File: config.mk
export PLATFORM = sky130hd
export DESIGN_NAME = alu_rr_scheduler
export DESIGN_NICKNAME = d
export VERILOG_FILES = /design/src/rtl/alu_sched_pkg.sv /design/src/rtl/rr_arbiter4.sv /design/src/rtl/alu_rr_scheduler.sv
export SDC_FILE = /design/constraint.sdc
export NUM_CORES = 1
export LEC_CHECK = 0
export BUFFER_PORTS_ARGS = -buffer_cell sky130_fd_sc_hd__buf_2
export CAP_MARGIN = 20
export CORE_MARGIN = 2
export CORE_UTILIZATION = 45
export DETAILED_ROUTE_END_ITERATION = 16
export PLACE_DENSITY = 0.79
export SLEW_MARGIN = 25
export SYNTH_ARGS = -nofsm -noshare
export SYNTH_HDL_FRONTEND = slang
export SYNTH_SLANG_ARGS = --single-unit
File: constraint.sdc
create_clock -name clk -period 3.9 [get_ports clk]
set_clock_uncertainty 0.1 [all_clocks]
set_input_delay 0 -clock clk [delete_from_list [all_inputs] [get_ports clk]]
set_output_delay 0 -clock clk [all_outputs]
set_load 0.005 [all_outputs]
File: src/rtl/alu_sched_pkg.sv
// Shared definitions for the round-robin ALU scheduler.
//   Opcode encodings used on the per-requester op fields.
//   FSM state encoding for the scheduler sequencer.
package alu_sched_pkg;

  localparam logic [1:0] OP_ADD = 2'd0;
  localparam logic [1:0] OP_SUB = 2'd1;
  localparam logic [1:0] OP_MUL = 2'd2;
  localparam logic [1:0] OP_INV = 2'd3;

  typedef enum logic [1:0] {
    S_IDLE = 2'd0,
    S_EXEC = 2'd1,
    S_RESP = 2'd2
  } state_t;

endpackage

File: src/rtl/rr_arbiter4.sv
// Combinational 4-way round-robin arbiter.
// Ports:
//   req        in  4  request vector
//   ptr        in  2  index of the most recent winner; search starts at ptr+1
//   any        out 1  at least one request present
//   gnt_idx    out 2  index of the winning requester (0 when any=0)
//   gnt_onehot out 4  one-hot form of gnt_idx (0 when any=0)
module rr_arbiter4 (
  input  logic [3:0] req,
  input  logic [1:0] ptr,
  output logic       any,
  output logic [1:0] gnt_idx,
  output logic [3:0] gnt_onehot
);

  logic [1:0] idx;

  // Walk ptr+1, ptr+2, ptr+3, ptr+4 (== ptr); the 2-bit add gives the 3->0 wrap.
  always_comb begin
    any     = 1'b0;
    gnt_idx = 2'd0;
    idx     = 2'd0;
    for (int i = 1; i <= 4; i++) begin
      idx = ptr + 2'(i);
      if (!any && req[idx]) begin
        any     = 1'b1;
        gnt_idx = idx;
      end
    end
  end

  assign gnt_onehot = any ? (4'b0001 << gnt_idx) : 4'b0000;

endmodule

File: src/rtl/alu_rr_scheduler.sv
// Shares one multi-cycle add/sub/mul ALU between four requesters using
// round-robin arbitration. The winner's opcode and operands are latched at
// grant time, so requesters may change or drop their inputs afterwards.
// Ports:
//   clk      in  1        system clock, rising edge
//   rst_n    in  1        synchronous active-low reset
//   req      in  4        per-requester request
//   op       in  8        per-requester opcode, [2i+1:2i] for requester i
//   a_bus    in  4*WIDTH  per-requester operand A, [WIDTH*i +: WIDTH]
//   b_bus    in  4*WIDTH  per-requester operand B, same slicing
//   gnt      out 4        one-hot grant pulse
//   busy     out 1        scheduler not idle
//   done     out 1        result-valid pulse
//   done_id  out 2        requester owning result
//   result   out 2*WIDTH  ALU result
//   err      out 1        invalid opcode, qualified by done
//
// state  | meaning
// S_IDLE | waiting for any request; arbitrates and latches the winner
// S_EXEC | counting down execution cycles; result registered when cnt==0
// S_RESP | response cycle; done/done_id are registered out of this state
module alu_rr_scheduler
  import alu_sched_pkg::*;
#(
  parameter int WIDTH      = 8,
  parameter int MUL_CYCLES = 4
) (
  input  logic                 clk,
  input  logic                 rst_n,
  input  logic [3:0]           req,
  input  logic [7:0]           op,
  input  logic [4*WIDTH-1:0]   a_bus,
  input  logic [4*WIDTH-1:0]   b_bus,
  output logic [3:0]           gnt,
  output logic                 busy,
  output logic                 done,
  output logic [1:0]           done_id,
  output logic [2*WIDTH-1:0]   result,
  output logic                 err
);

  localparam logic [3:0] MUL_LOAD = 4'(MUL_CYCLES - 1);

  state_t             state_q, state_d;
  logic [1:0]         rr_ptr_q;
  logic [1:0]         op_q;
  logic [WIDTH-1:0]   a_q, b_q;
  logic [1:0]         id_q;
  logic [3:0]         cnt_q;

  logic               arb_any;
  logic [1:0]         arb_idx;
  logic [3:0]         arb_onehot;

  logic [1:0]         op_sel;
  logic [WIDTH-1:0]   a_sel, b_sel;

  logic               pick;
  logic               finish;
  logic [3:0]         cnt_load;

  logic [2*WIDTH-1:0] a_ext, b_ext;
  logic [2*WIDTH-1:0] alu_res;
  logic               alu_err;

  rr_arbiter4 u_arb (
    .req        (req),
    .ptr        (rr_ptr_q),
    .any        (arb_any),
    .gnt_idx    (arb_idx),
    .gnt_onehot (arb_onehot)
  );

  // Operand select: 4-to-1 mux on the arbitration winner.
  always_comb begin
    op_sel = op[1:0];
    a_sel  = a_bus[0 +: WIDTH];
    b_sel  = b_bus[0 +: WIDTH];
    case (arb_idx)
      2'd0: begin
        op_sel = op[1:0];
        a_sel  = a_bus[0 +: WIDTH];
        b_sel  = b_bus[0 +: WIDTH];
      end
      2'd1: begin
        op_sel = op[3:2];
        a_sel  = a_bus[WIDTH +: WIDTH];
        b_sel  = b_bus[WIDTH +: WIDTH];
      end
      2'd2: begin
        op_sel = op[5:4];
        a_sel  = a_bus[2*WIDTH +: WIDTH];
        b_sel  = b_bus[2*WIDTH +: WIDTH];
      end
      default: begin
        op_sel = op[7:6];
        a_sel  = a_bus[3*WIDTH +: WIDTH];
        b_sel  = b_bus[3*WIDTH +: WIDTH];
      end
    endcase
  end

  assign cnt_load = (op_sel == OP_MUL) ? MUL_LOAD : 4'd0;

  // Datapath on the latched operands, zero-extended to the result width.
  assign a_ext = {{WIDTH{1'b0}}, a_q};
  assign b_ext = {{WIDTH{1'b0}}, b_q};

  always_comb begin
    alu_res = '0;
    alu_err = 1'b0;
    case (op_q)
      OP_ADD:  alu_res = a_ext + b_ext;
      OP_SUB:  alu_res = a_ext - b_ext;
      OP_MUL:  alu_res = a_ext * b_ext;
      default: begin
        alu_res = '0;
        alu_err = 1'b1;
      end
    endcase
  end

  // Next-state logic.
  always_comb begin
    state_d = state_q;
    pick    = 1'b0;
    finish  = 1'b0;
    case (state_q)
      S_IDLE: begin
        if (arb_any) begin
          pick    = 1'b1;
          state_d = S_EXEC;
        end
      end
      S_EXEC: begin
        if (cnt_q == 4'd0) begin
          finish  = 1'b1;
          state_d = S_RESP;
        end
      end
      S_RESP:  state_d = S_IDLE;
      default: state_d = S_IDLE;
    endcase
  end

  always_ff @(posedge clk) begin
    if (!rst_n) begin
      state_q  <= S_IDLE;
      rr_ptr_q <= 2'd3;
      op_q     <= 2'd0;
      a_q      <= '0;
      b_q      <= '0;
      id_q     <= 2'd0;
      cnt_q    <= 4'd0;
      gnt      <= 4'd0;
      done     <= 1'b0;
      done_id  <= 2'd0;
      result   <= '0;
      err      <= 1'b0;
    end else begin
      state_q <= state_d;
      gnt     <= pick ? arb_onehot : 4'd0;
      // done is registered out of RESP so it appears in the first IDLE cycle,
      // which keeps it disjoint from the next grant.
      done    <= (state_q == S_RESP);

      if (pick) begin
        op_q     <= op_sel;
        a_q      <= a_sel;
        b_q      <= b_sel;
        id_q     <= arb_idx;
        rr_ptr_q <= arb_idx;
        cnt_q    <= cnt_load;
      end else if (state_q == S_EXEC && cnt_q != 4'd0) begin
        cnt_q <= cnt_q - 4'd1;
      end

      if (finish) begin
        result <= alu_res;
        err    <= alu_err;
      end

      if (state_q == S_RESP) begin
        done_id <= id_q;
      end
    end
  end

  assign busy = (state_q != S_IDLE);

  a_gnt_onehot : assert property (@(posedge clk) disable iff (!rst_n) $onehot0(gnt));
  a_gnt_done   : assert property (@(posedge clk) disable iff (!rst_n) !(done && (gnt != 4'd0)));

endmodule

==> results.cfg, run 1 <==
[outcome]
status = finished, violations left
violated_checks = setup timing

[synth]
synth-edff-count = 0
synth.net_count = 798
yosysSeqAreaShare_pct = 19.6
synth_flop_cell = dfxtp_1
synth_top_area_share_pct = 19.6
syn-mean-instance-area_um2 = 8.45
synth.area.top_cells = dfxtp_1, fa_1, ha_1
postSynthCellCount = 629
netlist.top_cell.by_area = dfxtp_1
synth_cell_types = 60
syn-cell-area_um2 = 5320
yosysWarnings = 0
synth-async-reset-ratio_pct = 0
synth-seq-cells = 52

[pwr]
max_rail_drop_vdd_mv = 0.325
report.power.total_w = 0.00349
power.leakage_nw = 3.49
p_per_area_nw_per_um2 = 484

[timing]
worst_hold_slack_ps = 106
rsz_0062_raised_after_global_routing = true
timing.final.hold_violations = 0
fmaxAchievable_mhz = 242
worst_setup_margin_ps = -228
finalSetupViolations = 6
finalCritPeriodShare_pct = 106
max_slew_vio_count = 0
timing_worst_slew_pin_value_ps = 1020
slew-limit-headroom_pct = 31.8
fin_crit_ps = 4130

[grt]
grt_overflow = 0
grt_max_degree = 41
number_of_global_route_vias_before_repair = 5535
global_route_wire_length_before_repair_mm = 26.1
antenna_found_initial = 0
gr-usage-all-layers_pct = 25.3

[setup_path]
critical_path.reg2reg.startpoint = b_q[4]$_SDFFE_PN0P_
crit-reg2reg-capture = result[13]$_SDFFE_PN0P_
cp_cell_sequence = buf_4, and2_4, fa_2, fa_1, fa_1, inv_1, fa_1, inv_2, ha_4, o21ai_2, o211ai_1, o211ai_1, a211o_1, o32ai_1
critPathMaxStageDelay_ps = 540
cp_num_buf_inv = 3
regToRegSetupSlack_ps = -230
worstSetupEndpointType = register
worst-endpoint-required_ps = 4010
worst_endpoint_data_arrival_time_ps = 4230
worstSetupPathType = register to register
crit_slowest_cell = fa_1
cp_common_cell = fa_1
worst_r2r_path_depth = 14
timing.critical_path.from_type = register
worst_path_dominant_cell_family = adder cells
worst-path-max-fanout = 5

[placed_design]
input_output_buffers = 102
place.detailed.hpwl_mm = 11.9
placed_insts = 892
gp_routability_congestion = 0.881

[worst_hold_path]
worstHoldPathType = input port to register
worst_hold_path.num_cells = 5
min_delay_worst_endpoint = op_q[1]$_SDFFE_PN0P_
hp-start = op[3]

[route]
wl_mm = 15.9
dr_total_vias = 5285
avgRoutedWirePerCell_um = 16.7
dr.pass1.iters = 5
antenna_left = 0
dr.first_iter.drc_count = 290
drc_errors = 0
vias_per_cell = 5.55

[clock_network]
cts-htree-levels = 2
clk_path_buf_depth = 2
tritoncts.num_buffers = 5
clock_latency_ps = 300
clock_tree.root_cell = clkbuf_16
cts.reportedPaths.clkPinSlew_ps = 70
cts.sinks = 52
tritoncts = yes

[die]
floorplan.die.height_um = 113
initial_utilization_pct = 46.4
die_x_um = 113
std_cell_rows = 39
num_io_pins = 103
core_area_um2 = 11500
design.die.area_um2 = 12700

[cells_and_area]
area_of_combinational_cells_with_multiple_inputs_um2 = 4180
number_of_nets_in_the_layout = 978
seq_area_um2 = 1080
fill_cells = 914
share_of_layout_cells_above_drive_strength_1_pct = 27.7
n_antenna_cell = 0
area_growth_syn_to_layout_pct = 35.6
final_cell_count_no_fill = 953

[flow_run]
max_cap_violations = 0
## registers in the layout (all words and copies together) (netlist names)
| signal | cells |
|---|---|
| result | 16 |
| err | 1 |
| id_q | 2 |
| gnt | 4 |
| done_id | 2 |
| done | 1 |
| state_q | 2 |
| cnt_q | 4 |
| rr_ptr_q | 2 |
| op_q | 2 |
| b_q | 8 |
| a_q | 8 |
## through the flow
stage | setup slack (ps) | utilization [%] | area (um^2) | setup TNS, ps
global placement | -197 | 55.4 | 6350 | -853
floorplan | 2.56 | - | 5450 | 0
global route | -332 | 62.9 | 7210 | -1880
finish | -228 | 62.9 | 7210 | -849
detailed placement | -324 | 55.4 | 6350 | -1610
CTS | -213 | 61.8 | 7090 | -1130
## synth_stat cells, types with 2 or more instances
cell type,n
o21ai_0,22
xor2_1,6
nor4_1,5
nor3_1,14
nand3_1,6
and3_1,3
nor3b_1,4
o211ai_1,5
xnor2_1,6
and2_1,40
nand4_1,2
a211o_1,4
nand2_1,70
fa_1,38
a211oi_1,11
mux2_2,2
o21bai_1,3
or2_2,2
or4_1,2
buf_4,3
a21o_1,5
inv_1,66
a31oi_1,4
a22oi_1,2
or3_1,2
nor2b_1,6
a32o_1,16
nor2_1,48
o31ai_1,3
clkbuf_1,18
ha_1,53
a21oi_1,22
o2111ai_1,2
nand2b_1,12
dfxtp_1,52
a221oi_1,3
mux2i_1,44
## logic make-up (layout without fill, tap and decap cells)
kind of cell	after synthesis	after routing	synth area share (%)
xor gates and xnor gates	12	12	1.98
muxes	46	46	8.71
DFF	52	52	19.6
adders and majority gates	91	91	26.8
AOI/OAI and AO/OA	115	115	15.7
and+or+nand+nor	222	222	20.5
buffers and inverters	91	272	6.80
## per-layer routing
layer / vias up / GRT usage, % / share of wire, %
li1: 2535 / - / -
met5: - / 0 / 0
met4: 0 / 6.91 / 2.0
met2: 185 / 47.1 / 51
met1: 2526 / 29.3 / 41
met3: 39 / 5.24 / 5.2
## worst max path at each step
stage / cells after the start / from / end
final: 14 / b_q[4]$_SDFFE_PN0P_ / result[13]$_SDFFE_PN0P_
after global placement: 14 / a_q[3]$_SDFFE_PN0P_ / result[8]$_SDFFE_PN0P_
after global routing: 16 / a_q[2]$_SDFFE_PN0P_ / result[11]$_SDFFE_PN0P_
after CTS: 15 / b_q[4]$_SDFFE_PN0P_ / result[14]$_SDFFE_PN0P_
after floorplan: 13 / b_q[2]$_SDFFE_PN0P_ / result[13]$_SDFFE_PN0P_
after detailed placement: 14 / b_q[3]$_SDFFE_PN0P_ / result[14]$_SDFFE_PN0P_
## worst reg2reg max path, stage by stage, from the launching register on
cell	delay, ps
dfxtp_4	370
buf_4	140
and2_4	130
fa_2	380
fa_1	490
fa_1	540
inv_1	50
fa_1	500
inv_2	50
ha_4	280
o21ai_2	60
o211ai_1	180
o211ai_1	190
a211o_1	340
o32ai_1	250
## timing repair
action	CTS	global route
hold endpoints to repair	18	0
pin swaps	28	24
gates resized for setup	20	25
endpoints found under the setup margin	10	10
hold buffers	48	0
gates cloned	0	0
setup buffers	3	2
## placed cells by master (no fill, tap or decap), drive strengths merged, types with 3 or more instances in the layout
cell         instances
a211o                4
a211oi              11
a21o                 5
a21oi               22
a221oi               3
a31oi                4
a32o                16
and2                40
and3                 3
buf                149
clkbuf               6
dfxtp               52
dlygate4sd3         48
fa                  38
ha                  53
inv                 67
mux2i               44
nand2               70
nand2b              12
nand3                6
nor2                48
nor2b                6
nor3                14
nor3b                4
nor4                 5
o211ai               5
o21ai               22
o21bai               3
o31ai                3
or2                  3
xnor2                6
xor2                 6
## final cells by class
| cell class | instances | area share [%] |
|---|---|---|
| multi-input combinational | 486 | 58.0 |
| timing repair buffer | 197 | 18.7 |
| sequential | 52 | 15.0 |
| inverter | 67 | 3.49 |
| tap | 143 | 2.48 |
| clock buffer | 6 | 1.79 |
| clock inverter | 2 | 0.538 |
## power breakdown
| group | switching, W | internal [W] | total, W | leakage, nW |
|---|---|---|---|---|
| clock | 0.000212 | 0.000306 | 0.000518 | 0.0815 |
| sequential | 0.000139 | 0.000661 | 0.000801 | 0.435 |
| combinational | 0.00113 | 0.00104 | 0.00217 | 2.97 |
| total | 0.00148 | 0.00201 | 0.00349 | 3.49 |
(Power assumes the default switching activity.)
==> run 2: changes to the inputs <==
--- a/config.mk
+++ b/config.mk
@@ -10,7 +10,7 @@
 export CORE_MARGIN = 2
 export CORE_UTILIZATION = 45
 export DETAILED_ROUTE_END_ITERATION = 16
-export PLACE_DENSITY = 0.79
+export PLACE_DENSITY = 0.76
 export SLEW_MARGIN = 25
 export SYNTH_ARGS = -nofsm -noshare
 export SYNTH_HDL_FRONTEND = slang
==> constraint.sdc (replaced) <==
create_clock -name clk -period 4.1 [get_ports clk]
set_clock_uncertainty 0.1 [all_clocks]
set_input_delay 0 -clock clk [delete_from_list [all_inputs] [get_ports clk]]
set_output_delay 0 -clock clk [all_outputs]
set_load 0.005 [all_outputs]
==> run 2 against run 1 <==
The flow now finishes without violations; clock-buffer cell count unchanged; global-route usage is 1.6 points lower; sequential power is 5.1% lower; cell area fell by 2.4%; final cell count fell by 0.94%; register-to-register slack better by 260 ps; via count is 1.1% lower; clock power is 16% lower; combinational power is 8% lower; critical endpoint unchanged; highest routed layer unchanged.
==> results.cfg, run 2 (synthesized netlist as in run 1, its figures left out) <==
[outcome]
status = finished clean

[setup_path]
worst_r2r_path_depth = 14
cp_common_cell = fa_1
worst-endpoint-required_ps = 4210
critPathMaxStageDelay_ps = 540
timing.critical_path.from_type = register
worstSetupPathType = register to register
crit_slowest_cell = fa_1
cp_cell_sequence = nand2_2, fa_1, fa_1, inv_2, fa_1, inv_2, fa_1, inv_2, ha_4, o21ai_2, o211ai_1, o211ai_1, a211o_1, o32ai_2
worst-path-max-fanout = 8
worstSetupEndpointType = register
worst_endpoint_data_arrival_time_ps = 4170
regToRegSetupSlack_ps = 30

[grt]
grt_use_met3_pct = 3.40
grt_max_degree = 41
grt_overflow = 0
gr-usage-all-layers_pct = 23.7
global_route.peak_usage_layer = met2
global_route_wire_length_before_repair_mm = 24.6
antenna_found_initial = 0
grtUsageMet2_pct = 41.8
groute.layer.met1.usage_pct = 29.7
number_of_global_route_vias_before_repair = 5296

[die]
design.die.area_um2 = 12700
std_cell_rows = 39
die_x_um = 113
floorplan.die.height_um = 113
core_area_um2 = 11500
num_io_pins = 103
initial_utilization_pct = 46.4

[clock_network]
clock_tree.root_cell = clkbuf_16
cts.sinks = 52
clock_latency_ps = 300
cts-htree-levels = 2
tritoncts.num_buffers = 5
tritoncts = yes
cts.reportedPaths.clkPinSlew_ps = 70
clk_path_buf_depth = 2

[pwr]
power.switching_w = 0.00138
power.leakage_nw = 3.41
p_clk_share_pct = 13.6
p_per_area_nw_per_um2 = 454
power.sequential.fraction_pct = 23.8
comb_power_share_pct = 62.7
max_rail_drop_vdd_mv = 0.229
switching_share_of_power_pct = 43.3
power_report.internal_total_w = 0.00181

[timing]
finalCritPeriodShare_pct = 99.3
final.setup.tns_ps = 0
worst_hold_slack_ps = 22.5
rsz_0062_raised_after_global_routing = true
slew-limit-headroom_pct = 40.5
finalSetupViolations = 0
fmaxAchievable_mhz = 246
max_slew_vio_count = 0
timing.final.hold_violations = 0
fin_crit_ps = 4070
timing_worst_slew_pin_value_ps = 892
worst_setup_margin_ps = 30.7

[cells_and_area]
area_of_combinational_cells_with_multiple_inputs_um2 = 4120
share_of_layout_cells_above_drive_strength_1_pct = 27.5
final_instance_area_um2 = 7040
seq_area_um2 = 1080
final_util_pct = 61.4
number_of_nets_in_the_layout = 969
largest_reg_flops = 16
leading_cell_types_in_the_layout_fill_and_taps_excluded = buf_2, nand2_1, inv_1
most_common_cell_after_layout_fill_and_taps_aside = buf_2
largestRegisters = result (16), a_q (8), b_q (8)
area_growth_syn_to_layout_pct = 32.4
fill_cells = 908
top_register = result
n_antenna_cell = 0

[worst_hold_path]
worstHoldPathType = input port to register
worst_hold_path.num_cells = 4

[placed_design]
worst_case_setup_slack_after_placement_ps = -213
dpl_cell_area_um2 = 6220
place.detailed.hpwl_mm = 11.3
gp_routability_congestion = 0.978
input_output_buffers = 102

[route]
dr_total_vias = 5229
wl_mm = 15.4
antenna_left = 0
dr.first_iter.drc_count = 312
avgRoutedWirePerCell_um = 16.3
dr.pass1.iters = 5
vias_per_cell = 5.54
drc_errors = 0

[flow_run]
max_cap_violations = 0
-- run 2: final timing paths --
check	to	from
max reg2reg	result[13]$_SDFFE_PN0P_	a_q[3]$_SDFFE_PN0P_
max	result[13]$_SDFFE_PN0P_	a_q[3]$_SDFFE_PN0P_
min	a_q[1]$_SDFFE_PN0P_	a_bus[1]
min reg2reg	err$_SDFFE_PN0P_	err$_SDFFE_PN0P_
-- run 2: power by group through the flow --
| stage | clock (W) | sequential (W) | combinational, W |
|---|---|---|---|
| after floorplan | 0 | 0.000729 | 0.00119 |
| after global placement | 0 | 0.000737 | 0.00170 |
| after detailed placement | 0 | 0.000749 | 0.00175 |
| after CTS | 0.000436 | 0.000747 | 0.00189 |
| after global routing | 0.000461 | 0.000775 | 0.00220 |
| final | 0.000434 | 0.000760 | 0.00200 |
-- run 2: what timing repair did --
action                                 4_1_cts  5_1_grt
hold buffers                                42        0
endpoints found under the hold margin       17        0
pin swaps                                   26       30
setup endpoints to repair                    9        9
gates resized for setup                     31       36
setup buffers                                0        4
-- run 2: worst max-delay path: cells and delay by family (launching register included) --
kind | cells | cell delay, ps
buffers and inverters | 3 | 130
adders and majority gates | 5 | 2320
and+or+nand+nor | 1 | 80
DFF | 1 | 390
AOI/OAI and AO/OA | 5 | 940
-- run 2: through the flow --
step                      cells  power (W)
after floorplan             629    0.00192
after global placement      890    0.00244
after detailed placement    890    0.00249
after CTS                   940    0.00308
after global routing        944    0.00343
final                       944    0.00320
-- run 2: layout make-up --
cell class	instances	area share (%)
flip-flops and latches	52	15.3
inverters	67	3.57
multi-input cells	486	58.5
clock inverters	2	0.231
repair buffers	188	18.0
well taps	143	2.54
clock buffers	6	1.83
-- run 2: routing by layer --
metal / vias to the layer above / part of all wire (%)
met5: - / 0
met4: 0 / 2.5
met3: 34 / 5.3
met2: 194 / 50
met1: 2502 / 42
li1: 2499 / -
==> run 3: changes to the inputs <==
--- a/config.mk
+++ b/config.mk
@@ -10,6 +10,7 @@
 export CORE_MARGIN = 2
 export CORE_UTILIZATION = 45
 export DETAILED_ROUTE_END_ITERATION = 16
+export MAX_ROUTING_LAYER = met4
 export PLACE_DENSITY = 0.76
 export SLEW_MARGIN = 25
 export SYNTH_ARGS = -nofsm -noshare
==> run 3 against run 2 <==
Register-to-register slack hardly changed; core utilization is 0.20 points higher; largest cell class unchanged; die area stayed put; final cell count is 0.11% higher.
==> results.cfg, run 3 (synthesized netlist as in run 1, its figures left out) <==
[die]
design.die.area_um2 = 12700
std_cell_rows = 39
floorplan.die.height_um = 113
die_x_um = 113
core_area_um2 = 11500
num_io_pins = 103
initial_utilization_pct = 46.4

[route]
vias_per_cell = 5.58
dr.first_iter.drc_count = 339
total_met2_wirelength_after_detailed_routing_mm = 8.05
met3_length_um = 856
avgRoutedWirePerCell_um = 16.6
antenna_left = 0
wl_mm = 15.7
top_layer = met4
drc_errors = 0
dr.pass1.iters = 7
met1_length_mm = 6.49
dr_total_vias = 5273

[worst_hold_path]
worstHoldPathType = input port to register

[grt]
antenna_found_initial = 0
gr-usage-all-layers_pct = 25.3
number_of_global_route_vias_before_repair = 5366
grt_max_degree = 41
grt_overflow = 0
global_route_wire_length_before_repair_mm = 25.5

[cells_and_area]
most_common_cell_after_layout_fill_and_taps_aside = buf_2
number_of_nets_in_the_layout = 970
area_growth_syn_to_layout_pct = 32.8
share_of_layout_cells_above_drive_strength_1_pct = 28.7
n_antenna_cell = 0
fill_cells = 906
largestRegisters = result (16), a_q (8), b_q (8)
top_register = result
largest_reg_flops = 16
leading_cell_types_in_the_layout_fill_and_taps_excluded = buf_2, nand2_1, inv_1
final_util_pct = 61.5
final_instance_area_um2 = 7060

[setup_path]
worst_endpoint_data_arrival_time_ps = 4170
worst-endpoint-required_ps = 4200
worstSetupEndpointType = register
worstSetupPathType = register to register
timing.critical_path.from_type = register
regToRegSetupSlack_ps = 40
worst-path-max-fanout = 4

[clock_network]
tritoncts.num_buffers = 5
clk_path_buf_depth = 2
cts-htree-levels = 2
cts.sinks = 52
cts.reportedPaths.clkPinSlew_ps = 70
tritoncts = yes
clock_latency_ps = 290
clock_tree.root_cell = clkbuf_16

[timing]
finalSetupViolations = 0
timing_worst_slew_pin_value_ps = 948
finalCritPeriodShare_pct = 99.0
fin_crit_ps = 4060
max_slew_vio_count = 0
slew-limit-headroom_pct = 36.6
final.setup.tns_ps = 0
rsz_0062_raised_after_global_routing = true
fmaxAchievable_mhz = 246
worst_setup_margin_ps = 39.1
timing.final.hold_violations = 0

[placed_design]
place.detailed.hpwl_mm = 11.7
input_output_buffers = 102
worst_case_setup_slack_after_placement_ps = -266
gp_routability_congestion = 0.962
dpl_cell_area_um2 = 6250

[pwr]
max_rail_drop_vdd_mv = 0.260
power.leakage_nw = 3.43
report.power.total_w = 0.00322
p_per_area_nw_per_um2 = 456

[outcome]
status = finished clean

[flow_run]
max_cap_violations = 0
==> run 3: changes by cell type in the layout (fill, tap and decap cells not counted), moves of 2 or more <==
cell           change
buf_4              +5
dlygate4sd3_1      -6
ha_1               -3
dfxtp_2            -3
inv_1              +2
ha_2               +3
inv_2              -2
dfxtp_4            +2
buf_6              +2
==> run 3: layout make-up <==
class / instances / area (um^2) / area share [%]
timing repair buffer: 189 / 1260 / 17.9
multi-input combinational: 486 / 4140 / 58.6
clock inverter: 2 / 16.3 / 0.230
tap: 143 / 179 / 2.54
clock buffer: 6 / 129 / 1.83
sequential: 52 / 1080 / 15.3
inverter: 67 / 251 / 3.56
==> run 3: power by group <==
part / total (W) / internal (W) / leakage, nW / switching [W]
combinational: 0.00203 / 0.000972 / 2.92 / 0.00106
clock: 0.000422 / 0.000228 / 0.0671 / 0.000194
sequential: 0.000761 / 0.000629 / 0.435 / 0.000131
total: 0.00322 / 0.00183 / 3.43 / 0.00139
==> run 3: per-stage QoR <==
step	instances	hold WS [ps]
floorplan	629	169
global placement	893	243
detailed placement	893	257
CTS	940	0.0896
global route	945	10.0
finish	945	1.43
==> run 3: layer usage <==
layer / up-vias / GRT usage (%)
met5: - / -
met4: 0 / 6.99
met3: 34 / 4.00
met2: 209 / 44.4
met1: 2516 / 30.2
li1: 2514 / -
==> run 3: worst paths after layout <==
check                                                to  cells past startpoint                 from
worst max-delay path            result[14]$_SDFFE_PN0P_                     15  b_q[6]$_SDFFE_PN0P_
worst min-delay path                b_q[2]$_SDFFE_PN0P_                      4            b_bus[10]
worst max register to register  result[14]$_SDFFE_PN0P_                     15  b_q[6]$_SDFFE_PN0P_
worst min register to register         err$_SDFFE_PN0P_                      2     err$_SDFFE_PN0P_
==> run 3: timing repair <==
action / CTS / global route
pin swaps: 35 / 22
hold buffers: 36 / 0
setup endpoints to repair: 9 / 8
hold endpoints to repair: 15 / 0
gates resized for setup: 42 / 32
buffers inserted: 4 / 5
==> run 3: worst max-delay path, cell delays in order (launching register included) <==
cell	delay, ps
dfxtp_4	360
buf_4	140
and2_4	130
fa_1	500
fa_1	460
fa_1	510
inv_1	50
fa_1	500
inv_2	50
ha_4	280
o21ai_4	80
a211oi_2	220
a21oi_2	90
a311oi_2	300
a22oi_1	110
o31ai_1	80
